### config.mk
export PLATFORM = sky130hd
export DESIGN_NAME = regfile_port_arbiter_flat
export DESIGN_NICKNAME = d
export VERILOG_FILES = /design/src/rtl/regfile_port_arbiter_if.sv /design/src/rtl/regfile_port_arbiter.sv /design/src/flat_wrapper.sv
export SDC_FILE = /design/constraint.sdc
export NUM_CORES = 1
export LEC_CHECK = 0
export ABC_CLOCK_PERIOD_IN_PS = 2300
export CAP_MARGIN = 0
export CORE_AREA = 4 4 113 115
export DETAILED_ROUTE_END_ITERATION = 10
export DIE_AREA = 0 0 117 119
export PLACE_DENSITY = 0.71
export SYNTH_ARGS = -nofsm -noshare
export SYNTH_HDL_FRONTEND = slang
export SYNTH_SLANG_ARGS = --single-unit
### constraint.sdc
create_clock -name clk -period 2.3 [get_ports clk]
set_input_delay 0.345 -clock clk [delete_from_list [all_inputs] [get_ports clk]]
set_output_delay 0.345 -clock clk [all_outputs]
set_load 0.02 [all_outputs]
### src/rtl/regfile_port_arbiter_if.sv
// Port bundle between the regfile arbiter, its two requesters (core, debug) and the register file.
// The slave side is the arbiter; the master side is everything around it.
interface regfile_port_arbiter_if #(
  parameter int ADDR_W = 5,
  parameter int DATA_W = 32
);
  logic              core_we;
  logic [ADDR_W-1:0] core_waddr;
  logic [DATA_W-1:0] core_wdata;
  logic [ADDR_W-1:0] core_raddr1, core_raddr2;
  logic [DATA_W-1:0] core_rdata1, core_rdata2;
  logic              core_stall;

  logic              dbg_req;
  logic              dbg_wr;
  logic [ADDR_W-1:0] dbg_addr;
  logic [DATA_W-1:0] dbg_wdata;
  logic              dbg_ack;
  logic [DATA_W-1:0] dbg_rdata;

  logic              init_done;

  logic              rf_we;
  logic [ADDR_W-1:0] rf_w_addr;
  logic [DATA_W-1:0] rf_w_data;
  logic [ADDR_W-1:0] rf_r_addr1, rf_r_addr2;
  logic [DATA_W-1:0] rf_r_data1, rf_r_data2;

  modport slave (
    input  core_we, core_waddr, core_wdata, core_raddr1, core_raddr2,
    output core_rdata1, core_rdata2, core_stall,
    input  dbg_req, dbg_wr, dbg_addr, dbg_wdata,
    output dbg_ack, dbg_rdata, init_done,
    output rf_we, rf_w_addr, rf_w_data, rf_r_addr1, rf_r_addr2,
    input  rf_r_data1, rf_r_data2
  );

  modport master (
    output core_we, core_waddr, core_wdata, core_raddr1, core_raddr2,
    input  core_rdata1, core_rdata2, core_stall,
    output dbg_req, dbg_wr, dbg_addr, dbg_wdata,
    input  dbg_ack, dbg_rdata, init_done,
    input  rf_we, rf_w_addr, rf_w_data, rf_r_addr1, rf_r_addr2,
    output rf_r_data1, rf_r_data2
  );
endinterface

### src/rtl/regfile_port_arbiter.sv
// Clears r1..r(NREGS-1) after reset, then shares the register file between the core
// (priority) and a debug port whose writes are deferred at most MAX_WAIT cycles.
module regfile_port_arbiter #(
  parameter int ADDR_W   = 5,
  parameter int DATA_W   = 32,
  parameter int NREGS    = 32,
  parameter int MAX_WAIT = 3
) (
  input  logic                  clk,
  input  logic                  rst,
  regfile_port_arbiter_if.slave bus
);
  localparam int WW = (MAX_WAIT < 1) ? 1 : $clog2(MAX_WAIT + 1);
  localparam logic [WW-1:0]     WAIT_LIM = WW'(MAX_WAIT);
  localparam logic [ADDR_W-1:0] LAST     = ADDR_W'(NREGS - 1);

  typedef enum logic {INIT, RUN} state_t;

  state_t            state, state_nxt;
  logic [ADDR_W-1:0] cnt;
  logic [WW-1:0]     wait_cnt;
  logic              ack_q, init_done_q;
  logic [DATA_W-1:0] dbg_rdata_q;
  logic              elig, serve_rd, serve_wr, defer;

  always_ff @(posedge clk) begin
    if (rst) state <= INIT;
    else     state <= state_nxt;
  end

  always_comb begin
    state_nxt = state;
    if (state == INIT && cnt == LAST) state_nxt = RUN;
  end

  // The ack cycle blocks eligibility, so back-to-back services are at least 2 cycles apart.
  always_comb begin
    elig     = (state == RUN) && bus.dbg_req && !ack_q;
    serve_rd = elig && !bus.dbg_wr;
    serve_wr = elig && bus.dbg_wr && (!bus.core_we || wait_cnt == WAIT_LIM);
    defer    = elig && bus.dbg_wr && bus.core_we && wait_cnt != WAIT_LIM;
  end

  always_comb begin
    bus.rf_we      = 1'b0;
    bus.rf_w_addr  = bus.core_waddr;
    bus.rf_w_data  = bus.core_wdata;
    bus.rf_r_addr1 = bus.core_raddr1;
    bus.rf_r_addr2 = bus.core_raddr2;
    bus.core_stall = 1'b1;
    if (!rst) begin
      case (state)
        INIT: begin
          bus.rf_we     = 1'b1;
          bus.rf_w_addr = cnt;
          bus.rf_w_data = '0;
        end
        default: begin
          // A read borrows port 1; a starved write takes the write port. Either stalls the core.
          bus.core_stall = serve_rd || (serve_wr && bus.core_we);
          if (serve_wr) begin
            bus.rf_we     = 1'b1;
            bus.rf_w_addr = bus.dbg_addr;
            bus.rf_w_data = bus.dbg_wdata;
          end else begin
            bus.rf_we = bus.core_we && !serve_rd;
          end
          if (serve_rd) bus.rf_r_addr1 = bus.dbg_addr;
        end
      endcase
    end
  end

  always_ff @(posedge clk) begin
    if (rst) begin
      cnt         <= ADDR_W'(1);
      wait_cnt    <= '0;
      ack_q       <= 1'b0;
      init_done_q <= 1'b0;
      dbg_rdata_q <= '0;
    end else begin
      if (state == INIT) begin
        cnt <= cnt + 1'b1;
        if (cnt == LAST) init_done_q <= 1'b1;
      end
      ack_q <= serve_rd || serve_wr;
      if (serve_rd || serve_wr) wait_cnt <= '0;
      else if (defer)           wait_cnt <= wait_cnt + 1'b1;
      if (serve_rd) dbg_rdata_q <= (bus.dbg_addr == '0) ? '0 : bus.rf_r_data1;
    end
  end

  assign bus.core_rdata1 = bus.rf_r_data1;
  assign bus.core_rdata2 = bus.rf_r_data2;
  assign bus.dbg_ack     = ack_q;
  assign bus.dbg_rdata   = dbg_rdata_q;
  assign bus.init_done   = init_done_q;
endmodule

### src/flat_wrapper.sv
// flat-port wrapper written by rule: the top's interface ports become plain ports
module regfile_port_arbiter_flat 
#(
  parameter int ADDR_W   = 5,
  parameter int DATA_W   = 32,
  parameter int NREGS    = 32,
  parameter int MAX_WAIT = 3
)
  (clk, rst, bus_core_we, bus_core_waddr, bus_core_wdata, bus_core_raddr1, bus_core_raddr2, bus_core_rdata1, bus_core_rdata2, bus_core_stall, bus_dbg_req, bus_dbg_wr, bus_dbg_addr, bus_dbg_wdata, bus_dbg_ack, bus_dbg_rdata, bus_init_done, bus_rf_we, bus_rf_w_addr, bus_rf_w_data, bus_rf_r_addr1, bus_rf_r_addr2, bus_rf_r_data1, bus_rf_r_data2);
  regfile_port_arbiter_if #(.ADDR_W(ADDR_W), .DATA_W(DATA_W)) bus_i ();
  input  logic clk;
  input  logic rst;
  input wire logic [$bits(bus_i.core_we)-1:0] bus_core_we;
  input wire logic [$bits(bus_i.core_waddr)-1:0] bus_core_waddr;
  input wire logic [$bits(bus_i.core_wdata)-1:0] bus_core_wdata;
  input wire logic [$bits(bus_i.core_raddr1)-1:0] bus_core_raddr1;
  input wire logic [$bits(bus_i.core_raddr2)-1:0] bus_core_raddr2;
  output wire logic [$bits(bus_i.core_rdata1)-1:0] bus_core_rdata1;
  output wire logic [$bits(bus_i.core_rdata2)-1:0] bus_core_rdata2;
  output wire logic [$bits(bus_i.core_stall)-1:0] bus_core_stall;
  input wire logic [$bits(bus_i.dbg_req)-1:0] bus_dbg_req;
  input wire logic [$bits(bus_i.dbg_wr)-1:0] bus_dbg_wr;
  input wire logic [$bits(bus_i.dbg_addr)-1:0] bus_dbg_addr;
  input wire logic [$bits(bus_i.dbg_wdata)-1:0] bus_dbg_wdata;
  output wire logic [$bits(bus_i.dbg_ack)-1:0] bus_dbg_ack;
  output wire logic [$bits(bus_i.dbg_rdata)-1:0] bus_dbg_rdata;
  output wire logic [$bits(bus_i.init_done)-1:0] bus_init_done;
  output wire logic [$bits(bus_i.rf_we)-1:0] bus_rf_we;
  output wire logic [$bits(bus_i.rf_w_addr)-1:0] bus_rf_w_addr;
  output wire logic [$bits(bus_i.rf_w_data)-1:0] bus_rf_w_data;
  output wire logic [$bits(bus_i.rf_r_addr1)-1:0] bus_rf_r_addr1;
  output wire logic [$bits(bus_i.rf_r_addr2)-1:0] bus_rf_r_addr2;
  input wire logic [$bits(bus_i.rf_r_data1)-1:0] bus_rf_r_data1;
  input wire logic [$bits(bus_i.rf_r_data2)-1:0] bus_rf_r_data2;
  assign bus_i.core_we = bus_core_we;
  assign bus_i.core_waddr = bus_core_waddr;
  assign bus_i.core_wdata = bus_core_wdata;
  assign bus_i.core_raddr1 = bus_core_raddr1;
  assign bus_i.core_raddr2 = bus_core_raddr2;
  assign bus_core_rdata1 = bus_i.core_rdata1;
  assign bus_core_rdata2 = bus_i.core_rdata2;
  assign bus_core_stall = bus_i.core_stall;
  assign bus_i.dbg_req = bus_dbg_req;
  assign bus_i.dbg_wr = bus_dbg_wr;
  assign bus_i.dbg_addr = bus_dbg_addr;
  assign bus_i.dbg_wdata = bus_dbg_wdata;
  assign bus_dbg_ack = bus_i.dbg_ack;
  assign bus_dbg_rdata = bus_i.dbg_rdata;
  assign bus_init_done = bus_i.init_done;
  assign bus_rf_we = bus_i.rf_we;
  assign bus_rf_w_addr = bus_i.rf_w_addr;
  assign bus_rf_w_data = bus_i.rf_w_data;
  assign bus_rf_r_addr1 = bus_i.rf_r_addr1;
  assign bus_rf_r_addr2 = bus_i.rf_r_addr2;
  assign bus_i.rf_r_data1 = bus_rf_r_data1;
  assign bus_i.rf_r_data2 = bus_rf_r_data2;
  regfile_port_arbiter #(.ADDR_W(ADDR_W), .DATA_W(DATA_W), .NREGS(NREGS), .MAX_WAIT(MAX_WAIT)) u_core (.clk(clk), .rst(rst), .bus(bus_i));
endmodule
==> out/qor.yml <==
run_status:
  status: "finished, final reports clean"
critical_path:
  r2r-end: "u_core.bus.dbg_rdata[24]"
  r2r_slack_ns: 0.73
  r2r-start: "u_core.bus.dbg_ack"
  crit_arrival_ns: 1.85
  cp_data_required_time_ns: 1.96
  crit_path_max_fanout: 5
  r2r_cells: 5
  crit_type: "input pin to output pin"
  startpoint_type: "input pin"
  cp-end-kind: "output pin"
finish:
  synthToLayoutAreaGrowth_pct: 71.3
  final_common_cell: "clkdlybuf4s50_1"
  diodes: 0
  drive_gt1_share_pct: 17.2
  nets: 683
  final_cell_area_um2: 4980
  layout_common_cells: "179 x clkdlybuf4s50_1, 100 x nand2_1, 40 x dfxtp_1"
grt:
  grt_max_degree: 44
  antenna_found_initial: 0
  use_met1_pct: 15.2
  grt.met3_usage_pct: 4.57
  grt.total_usage_pct: 14.8
  grt_pass1_wl_um: 16700
  use_met2_pct: 27.8
  grt_pass1_vias: 3382
  grt_most_used_layer: "met2"
  grt-ovfl-total: 0
routing:
  drcViolationCount: 0
  detail_route.wirelength_um: 11100
  first_pass_iters: 4
  routedWlPerCell_um: 16.5
  viasPerCell: 4.88
  ant_nets: 0
  first_iter_violations: 131
  routed-via-count: 3295
floorplanning:
  rows: 40
  die_x_um: 117
  start_util_pct: 24.6
  dieHeight_um: 119
  ios: 300
  die_area_um2: 13900
  design.core.area_um2: 11800
timing:
  fin_worst_skew_ns: 0.00538
  worst_slew_pin_slew_ns: 0.402
  fmax_mhz: 455
  hold_violations: 0
  finalSetupTns_ns: 0
  setup_viol: 0
  maxSlewHeadroom_pct: 73.2
  finalCritPeriodShare_pct: 95.5
  post-route-min-period_ns: 2.20
  rsz0062_at_grt: "no"
  whs_ns: 0.367
  drv_slew: 0
logic_synthesis:
  ys_warn_count: 0
  synth_cell_types: 33
  yosysSeqAreaShare_pct: 28.2
  netlist_area_um2: 2910
  ys_async_sr_fraction_pct: 0
  synth_edf_count: 0
  ys_seq_elements: 41
  synthCells: 371
  syn-num-nets: 527
  synth_ff_type: "dfxtp_1"
  syn_avg_cell_area_um2: 7.83
clock_tree:
  insertion_delay_ns: 0.28
  cts_buffers: 5
  htree_num_levels: 2
  root_buffer: "clkbuf_16"
  cts_buffer_depth: 2
  clk_pin_slew_worst_paths_ns: 0.06
  cts_tree: "done"
  cts_hold_buffers: 0
  cts_sinks: 41
placement:
  portBuffers: 225
  finalWeightedCongestion: 0.781
  place_area_um2: 4820
  post-dp-hpwl_um: 8770
pwr:
  vdd_drop_max_v: 0.000209
  total_power_uw: 2130
  power_density_nw_per_um2: 427
  p_leak_uw: 0.00191
job:
  drv_cap: 0
worst_hold_path:
  min_from: "rst"
  hold_class: "input pin to register"
  hold_depth: 3
  whs_endpoint: "u_core.cnt[0]"
==> cell type report <==
class,count,area (um2)
tap,147,184
clock buffer,6,139
multi-input combinational,232,1500
fill,1184,6830
inverter,1,3.75
sequential,41,822
clock inverter,2,37.5
timing repair buffer,246,2290
==> worst max-delay path: stages <==
cell             delay (ns)
clkdlybuf4s50_1        0.48
buf_4                  0.13
nor3b_4                0.23
nand2_4                0.11
mux2_2                 0.28
clkdlybuf4s15_2        0.25
==> state kept, by name, summed over array words and instances, names as in the netlist <==
name / count
u_core.bus.dbg_ack: 1
u_core.cnt: 5
u_core.bus.dbg_rdata: 32
u_core.state: 1
u_core.wait_cnt: 2
==> Yosys cell counts (4+ instances only) <==
cell type | count | area, um2
nand2_1 | 101 | 379
buf_4 | 69 | 518
dfxtp_1 | 41 | 821
a22o_1 | 32 | 280
o221ai_1 | 32 | 280
clkbuf_1 | 21 | 78.8
nor2_1 | 8 | 30.0
nand3_1 | 6 | 30.0
nand4_1 | 6 | 37.5
a21oi_1 | 5 | 25.0
a22oi_1 | 5 | 37.5
buf_2 | 5 | 25.0
o211ai_1 | 5 | 37.5
mux2_2 | 4 | 45.0
==> how the worst max path moves through the flow <==
stage | from | end | slack (ns) | depth (start not counted)
2_1_floorplan | u_core.state | bus_rf_w_data[0] | 0.27 | 5
3_3_place_gp | bus_dbg_wr | bus_rf_w_data[12] | -0.91 | 5
3_5_place_dp | bus_dbg_wr | bus_rf_w_data[12] | -0.90 | 5
4_1_cts | bus_dbg_wr | bus_rf_r_addr1[3] | -0.07 | 6
5_1_grt | bus_dbg_req | bus_rf_r_addr1[0] | 0.03 | 6
6_report | bus_dbg_req | bus_rf_r_addr1[0] | 0.10 | 6
==> where the power goes <==
part	leakage (uW)	total, uW	internal [uW]	switching (uW)
registers	0.000331	725	717	7.38
clock network	0.0000831	817	541	276
logic	0.00150	584	323	262
total	0.00191	2130	1580	545
==> stage by stage <==
stage	setup slack [ns]	utilization [%]	instances
floorplan	0.274	-	371
global placement	-0.905	40.8	662
detailed placement	-0.904	40.8	662
CTS	-0.0706	41.5	674
global route	0.0301	42.2	675
finish	0.104	42.2	675
==> repair_timing <==
action,in CTS,in global routing
gates cloned,1,1
setup endpoints to repair,39,39
setup buffers,3,0
pin swaps,2,1
resized for setup,173,37
hold endpoints to repair,0,0
==> cell families after synthesis <==
| logic type | after synthesis | share of synthesized area, % |
|---|---|---|
| simple gates | 135 | 20.2 |
| buf+inv | 99 | 22.7 |
| compound gates | 83 | 24.0 |
| flops | 41 | 28.2 |
| mux | 7 | 2.63 |
| xor+xnor | 3 | 0.904 |
| fa+ha+maj | 3 | 1.29 |
==> layer usage <==
metal | wire length (um) | vias up
met5 | 0 | -
met4 | 204 | 0
met3 | 1260 | 15
met2 | 5740 | 184
met1 | 3940 | 1519
li1 | - | 1577
Power figures use the tool's default switching activity.
